### src/rtl/fht_adc_loader.sv
`timescale 1ns/1ps
// Purpose: loads one frame of 4*2^A_BIT ADC samples into the four FHT banks, then starts the transform.
// Latency: a sample accepted at edge k shows up on oWE/oDATA/oADDR_WR after edge k; oSTART follows one edge after the last write.
// Backpressure: oADC_READY is low from the last sample of a frame until the transform reports done on iFHT_RDY.
//
// Ports:
//   iCLK, iRESET (async, active-low)
//   iADC_DATA/iADC_VALID/oADC_READY  sample stream handshake
//   iFHT_RDY                         fht_top oRDY (low while the transform runs)
//   oWE/oDATA/oADDR_WR               bank write port (one-hot bank enable)
//   oSTART/oBUSY/oFRAME_CNT          transform control and status
module fht_adc_loader #(
    parameter int D_BIT     = 18,
    parameter int ADC_WIDTH = 14,
    parameter int A_BIT     = 8,
    parameter int LSH       = 0,
    parameter int BITREV    = 0
) (
    input  logic                 iCLK,
    input  logic                 iRESET,
    input  logic [ADC_WIDTH-1:0] iADC_DATA,
    input  logic                 iADC_VALID,
    output logic                 oADC_READY,
    input  logic                 iFHT_RDY,
    output logic [3:0]           oWE,
    output logic [D_BIT-1:0]     oDATA,
    output logic [A_BIT-1:0]     oADDR_WR,
    output logic                 oSTART,
    output logic                 oBUSY,
    output logic [7:0]           oFRAME_CNT
);

    localparam int NB = A_BIT + 2;

    typedef enum logic [1:0] {LOAD, START, WAIT_LOW, WAIT_HIGH} state_t;

    state_t          state;
    logic [NB-1:0]   n;
    logic [NB-1:0]   m;
    logic [D_BIT-1:0] data_ext;
    logic            xfer;
    logic            last;

    // Optional bit reversal of the global sample index before the bank/address split.
    generate
        if (BITREV == 1) begin : g_rev
            for (genvar i = 0; i < NB; i++) begin : g_bit
                assign m[i] = n[NB-1-i];
            end
        end else begin : g_lin
            assign m = n;
        end
    endgenerate

    // Sign-extend to the transform width, then scale; the width rule
    // D_BIT >= ADC_WIDTH + LSH keeps the shifted value in range.
    assign data_ext = D_BIT'($signed(iADC_DATA)) << LSH;

    assign xfer = (state == LOAD) && iADC_VALID && oADC_READY;
    assign last = &n;

    always_ff @(posedge iCLK or negedge iRESET) begin
        if (!iRESET) begin
            state      <= LOAD;
            n          <= '0;
            oADC_READY <= 1'b0;
            oWE        <= 4'b0000;
            oDATA      <= '0;
            oADDR_WR   <= '0;
            oSTART     <= 1'b0;
            oBUSY      <= 1'b0;
            oFRAME_CNT <= 8'd0;
        end else begin
            // Write enable and start are single-cycle strobes.
            oWE    <= 4'b0000;
            oSTART <= 1'b0;
            case (state)
                LOAD: begin
                    oADC_READY <= 1'b1;
                    if (xfer) begin
                        oWE      <= 4'b0001 << m[1:0];
                        oADDR_WR <= m[NB-1:2];
                        oDATA    <= data_ext;
                        if (last) begin
                            n          <= '0;
                            oADC_READY <= 1'b0;
                            state      <= START;
                        end else begin
                            n <= n + 1'b1;
                        end
                    end
                end
                START: begin
                    oADC_READY <= 1'b0;
                    oSTART     <= 1'b1;
                    oBUSY      <= 1'b1;
                    state      <= WAIT_LOW;
                end
                WAIT_LOW: begin
                    // Wait until the transform has visibly started.
                    if (!iFHT_RDY) state <= WAIT_HIGH;
                end
                WAIT_HIGH: begin
                    if (iFHT_RDY) begin
                        oBUSY      <= 1'b0;
                        oFRAME_CNT <= oFRAME_CNT + 8'd1;
                        oADC_READY <= 1'b1;
                        state      <= LOAD;
                    end
                end
                default: state <= LOAD;
            endcase
        end
    end

endmodule

### config.mk
export PLATFORM = sky130hd
export DESIGN_NAME = fht_adc_loader
export DESIGN_NICKNAME = d
export VERILOG_FILES = /design/src/rtl/fht_adc_loader.sv
export SDC_FILE = /design/constraint.sdc
export NUM_CORES = 1
export LEC_CHECK = 0
export CORE_ASPECT_RATIO = 1.4
export CORE_MARGIN = 3
export CORE_UTILIZATION = 43
export CTS_CLUSTER_SIZE = 12
export DETAILED_ROUTE_END_ITERATION = 6
export PLACE_DENSITY = 0.75
export SLEW_MARGIN = 20
export SYNTH_ARGS = -nofsm -noshare
export SYNTH_HDL_FRONTEND = slang
export SYNTH_SLANG_ARGS = --single-unit
### constraint.sdc
create_clock -name iCLK -period 1.9 [get_ports iCLK]
set_input_delay 0.38 -clock iCLK [delete_from_list [all_inputs] [get_ports iCLK]]
set_output_delay 0.38 -clock iCLK [all_outputs]
set_load 0.1 [all_outputs]
; Word level (Yosys, flattened, before mapping)
; Cells that the tools add are included.
[op_classes]
n_addsub = 2
eq_ne = 7
n_shift = 1
n_mux = 15
reduce_logical = 11
[ops]
columns = operator, n
row1 = 10-bit by 1-bit adder with 10-bit output (second input constant), 1
row2 = 10-bit 2-to-1 mux, 1
row3 = 10-bit AND reduction, 1
row4 = 8-bit by 1-bit adder with 8-bit output (second input constant), 1
row5 = 2-bit 2-to-1 mux, 4
row6 = 4-bit 2-to-1 mux, 2
row7 = 2-bit != test (second input constant), 4
row8 = 2-bit case mux with 4 select lines, 1
row9 = 2-bit AND reduction, 4
row10 = 1-bit 2-to-1 mux, 5
row11 = 2-bit equality test (second input constant), 2
row12 = 4-bit AND reduction, 1
row13 = 1-bit by 2-bit left shift with 4-bit output (first input constant), 1
row14 = 1-bit case mux with 3 select lines, 1
row15 = 3-bit nonzero test, 1
row16 = 2-bit by 1-bit equality test with 1-bit output (second input constant), 1
row17 = 1-bit logical AND, 2
row18 = 2-bit zero test, 1
row19 = 1-bit case mux with 2 select lines, 1
row20 = 2-bit nonzero test, 1
[totals]
ff_bits = 49
in_bits = 18
output_inout_bits = 41
wordCells = 45

; Logic depth before layout (Yosys ltp)
[depth]
ltp_word = 5
depth_mapped = 7
depth_no_buf = 6

; Worst setup path after synthesis
; No wires, ideal clock.
[synth_path]
path_type = register -> register
from = register oADC_READY
to = register state[1]
setup_ns = 0.125
arrival_ns = 1.970
required_time_ns = 1.775
slack_ns = -0.195
stages_incl_launch_ff = 5
n_path_buf = 0
period_less_slack_ns = 2.095
path_cell_list = dfrtp_1 > nand3_2 > nor4_4 > o21ai_2 > mux2_4
[synth_between]
elab_chain_cells = 3
[synth_rtl]
columns = element, line
row1 = "start, declared", 23  ; output logic oADC_READY,
row2 = "start signal, assigned", 66  ; oADC_READY <= 1'b0;
row3 = "start signal, assigned", 79  ; oADC_READY <= 1'b1;
row4 = "start signal, assigned", 86  ; oADC_READY <= 1'b0;
row5 = 1-bit logical AND, 59  ; assign xfer = (state == LOAD) && iADC_VALID && oADC_READY;
row6 = 2-bit != test (no line), n/a
row7 = 4-bit AND reduction (no line), n/a
row8 = "end signal, assigned", 64  ; state <= LOAD;
row9 = "end signal, assigned", 87  ; state <= START;
row10 = "end signal, assigned", 97  ; state <= WAIT_LOW;
row11 = "end, declared", 37  ; state_t state;
; No other way between the ends.
; A chain may end at the register's enable or synchronous reset.

; Worst setup path after layout
[layout_path]
from = register state[0]
to = register n[9], in the netlist m[9]
[layout_between]
elab_chain_cells = 4
[layout_rtl]
columns = element, line
row1 = 2-bit zero test (*), "59, 77"
row2 = 1-bit logical AND (2 in a row), 59
row3 = 2-bit AND reduction (no line) (*), n/a
row4 = "end signal, assigned", 89  ; n <= n + 1'b1;
row5 = "end, declared", 38  ; logic [NB-1:0] n;
; Mark *: on every way between the ends. The rest lies on a longest branch, timed or not.

==> impl_metrics.json <==
{
  "vias": 1645,
  "cts_hold_buf": 0,
  "grt_first_pass_wirelength_um": 7400,
  "rsz0062_at_grt": "no",
  "root_buffer": "clkbuf_8",
  "grt_pass1_vias": 1613,
  "grt_max_degree": 33,
  "cap_violations": 0,
  "critPathTopFamily": "simple AND/OR/NAND/NOR gates",
  "fillers": 379,
  "insertedDiodeCount": 0,
  "cts.htree.levels": 2,
  "rr_startpoint": "state[0]$_DFFE_PN0P_",
  "gp_congestion": 0.751,
  "start_util_pct": 46.3,
  "skew_ns": 0.00783,
  "drive_gt1_share_pct": 23.7,
  "fp.dieW_um": 66.0,
  "path_max_fanout": 7,
  "num_io_pins": 59,
  "drt_wl_total_um": 4400,
  "drt-wirelength-per-cell_um": 12.9,
  "instances_no_fill": 341,
  "synth_adder_area_share_pct": 6.35,
  "drt_pass1_iterations": 4,
  "synth_compound_area_share_pct": 3.76,
  "grt_util_all_layers_pct": 16.3,
  "io_buffer_count": 58,
  "finalSetupViolations": 0,
  "cts_buffers": 5,
  "synthSimpleGateAreaFrac_pct": 21.7,
  "core_area_um2": 4680,
  "hp-class": "input port to async pin",
  "fmax_ghz": 0.571,
  "layout_worst_path_cycle_share_pct": 92.2,
  "synth_top_area_share_pct": 56.6,
  "synth_area_leader_cell": "dfrtp_1",
  "die_area_um2": 5940,
  "synthTopCellsByArea": "dfrtp_1 (57%), nand2_1 (12%), ha_1 (6.4%)",
  "slowest_delay_ns": 0.41,
  "layout_commonest_cell": "nand2_1",
  "final_cell_mix": "nand2_1 (67), dfrtp_1 (48), buf_4 (31)",
  "drt_iter0_drc": 84,
  "crit_buf_inv": 2,
  "row_count": 29,
  "dp_cells": 333,
  "final_nets": 307,
  "place_ws_ns": -0.0343,
  "ys_ff_latch": 49,
  "synth.area.mux_share_pct": 2.14,
  "tritoncts": "yes",
  "worstPathRequired_ns": 2.08,
  "status": "finished, final reports clean",
  "cp-end-kind": "flip-flop",
  "postCtsSetupBuffers": 0,
  "slew_headroom_pct": 68.8,
  "worstSkewPairLatency_ns": 0.30,
  "crit_path_cell_trace": "inv_1 > ha_1 > nand3_4 > buf_4 > or2_1 > a211oi_1 > o21ai_0",
  "clockBufferDepth": 2,
  "layout_setup_ws_ns": 0.148,
  "cts_resized": 0,
  "start_kind": "flip-flop",
  "viasPerCell": 4.82,
  "cts.reportedPaths.clkPinSlew_ns": 0.09,
  "design_area_um2": 3110,
  "yosysWarnings": 0,
  "slew_viol_final": 0,
  "die_h_um": 90.0,
  "place_area_um2": 3030,
  "drc": 0,
  "grt_antenna_before_repair": 0,
  "arrival_ns": 1.93,
  "cpMaxStageDelayCell": "dfrtp_1",
  "ant_nets": 0,
  "crit_type": "flip-flop to flip-flop",
  "fin_crit_ns": 1.75,
  "syn2layout_area_growth_pct": 43.8,
  "clock-sinks": 49,
  "startpoint": "state[0]$_DFFE_PN0P_",
  "netlist_area_um2": 2170,
  "synth.yosys.seq_area_share_pct": 56.6,
  "synth.distinct_cells": 32,
  "syn_inst": 212,
  "hold_ws_ns": 0.00397,
  "synth_top_family_by_area": "simple AND/OR/NAND/NOR gates",
  "avgSynthCellArea_um2": 10.2,
  "hpwlAfterDp_um": 3440,
  "worst_pin_slew_ns": 0.468,
  "synth_xor_area_share_pct": 5.26,
  "overflow": 0,
  "synthesis.nets": 241,
  "finalHoldViolCount": 0
}
==> synthesized netlist by cell type <==
cell type / n
nor3_1: 1
a211oi_1: 1
nand4_1: 5
and2_1: 6
mux2_4: 1
and3_1: 2
o311ai_0: 1
nor2_1: 10
o21ai_1: 1
dfrtp_1: 49
or4_1: 1
nand3_2: 1
o22ai_1: 1
buf_1: 1
xor2_1: 6
nand2b_1: 1
buf_4: 4
ha_1: 11
mux2i_1: 2
nand4_4: 1
clkbuf_1: 6
inv_1: 9
nand2_1: 67
nor4_4: 1
o21ai_2: 1
a21oi_1: 2
mux2_2: 1
xnor2_1: 7
or2_1: 2
nand3_1: 2
o21ai_0: 7
nor2b_1: 1
==> kinds of logic after synthesis <==
family	Yosys count
simple gates	101
xor+xnor	13
mux	4
buf+inv	20
flops	49
compound gates	14
fa+ha+maj	11
==> worst paths after layout <==
kind	end	slack, ns	cells past startpoint
hold reg to reg	oDATA[0]$_DFFE_PN0P_	0.48	2
hold / removal	oADDR_WR[7]$_DFFE_PN0P_	0.004	1
max in group asynchronous	oADC_READY$_DFFE_PN0P_	1.38	2
setup / recovery	m[9]$_DFFE_PN0P_	0.15	7
min in group iCLK	oDATA[0]$_DFFE_PN0P_	0.48	2
setup reg to reg	m[9]$_DFFE_PN0P_	0.15	7
==> cell type report <==
class | count | area (um^2) | area share, %
inverters | 9 | 33.8 | 1.08
clock buffers | 8 | 80.1 | 2.57
repair buffers | 70 | 838 | 26.9
multi-input cells | 143 | 857 | 27.5
well taps | 62 | 77.6 | 2.49
flip-flops and latches | 49 | 1230 | 39.4
==> metal layers <==
layer	track usage, %	vias up	part of all wire (%)
met5	0	-	0
met4	10.2	0	3.8
met3	3.74	14	4.4
met2	26.3	46	53
met1	19.2	779	39
li1	-	806	-
==> per-stage QoR <==
step	utilization [%]	setup TNS (ns)
6_report	66.5	0
5_1_grt	66.5	0
4_1_cts	66.4	0
3_5_place_dp	64.7	-0.0343
3_3_place_gp	64.7	0
2_1_floorplan	-	0
==> flip-flops by register name (all words and copies together), names as in the netlist <==
name        flops
state           2
oDATA          14
oADDR_WR        8
oADC_READY      1
oSTART          1
m              10
oFRAME_CNT      8
oWE             4
oBUSY           1
Power is left out: the tool's default activity adds up to more than one toggle a clock period on the data nets, which glitch-free logic cannot reach.
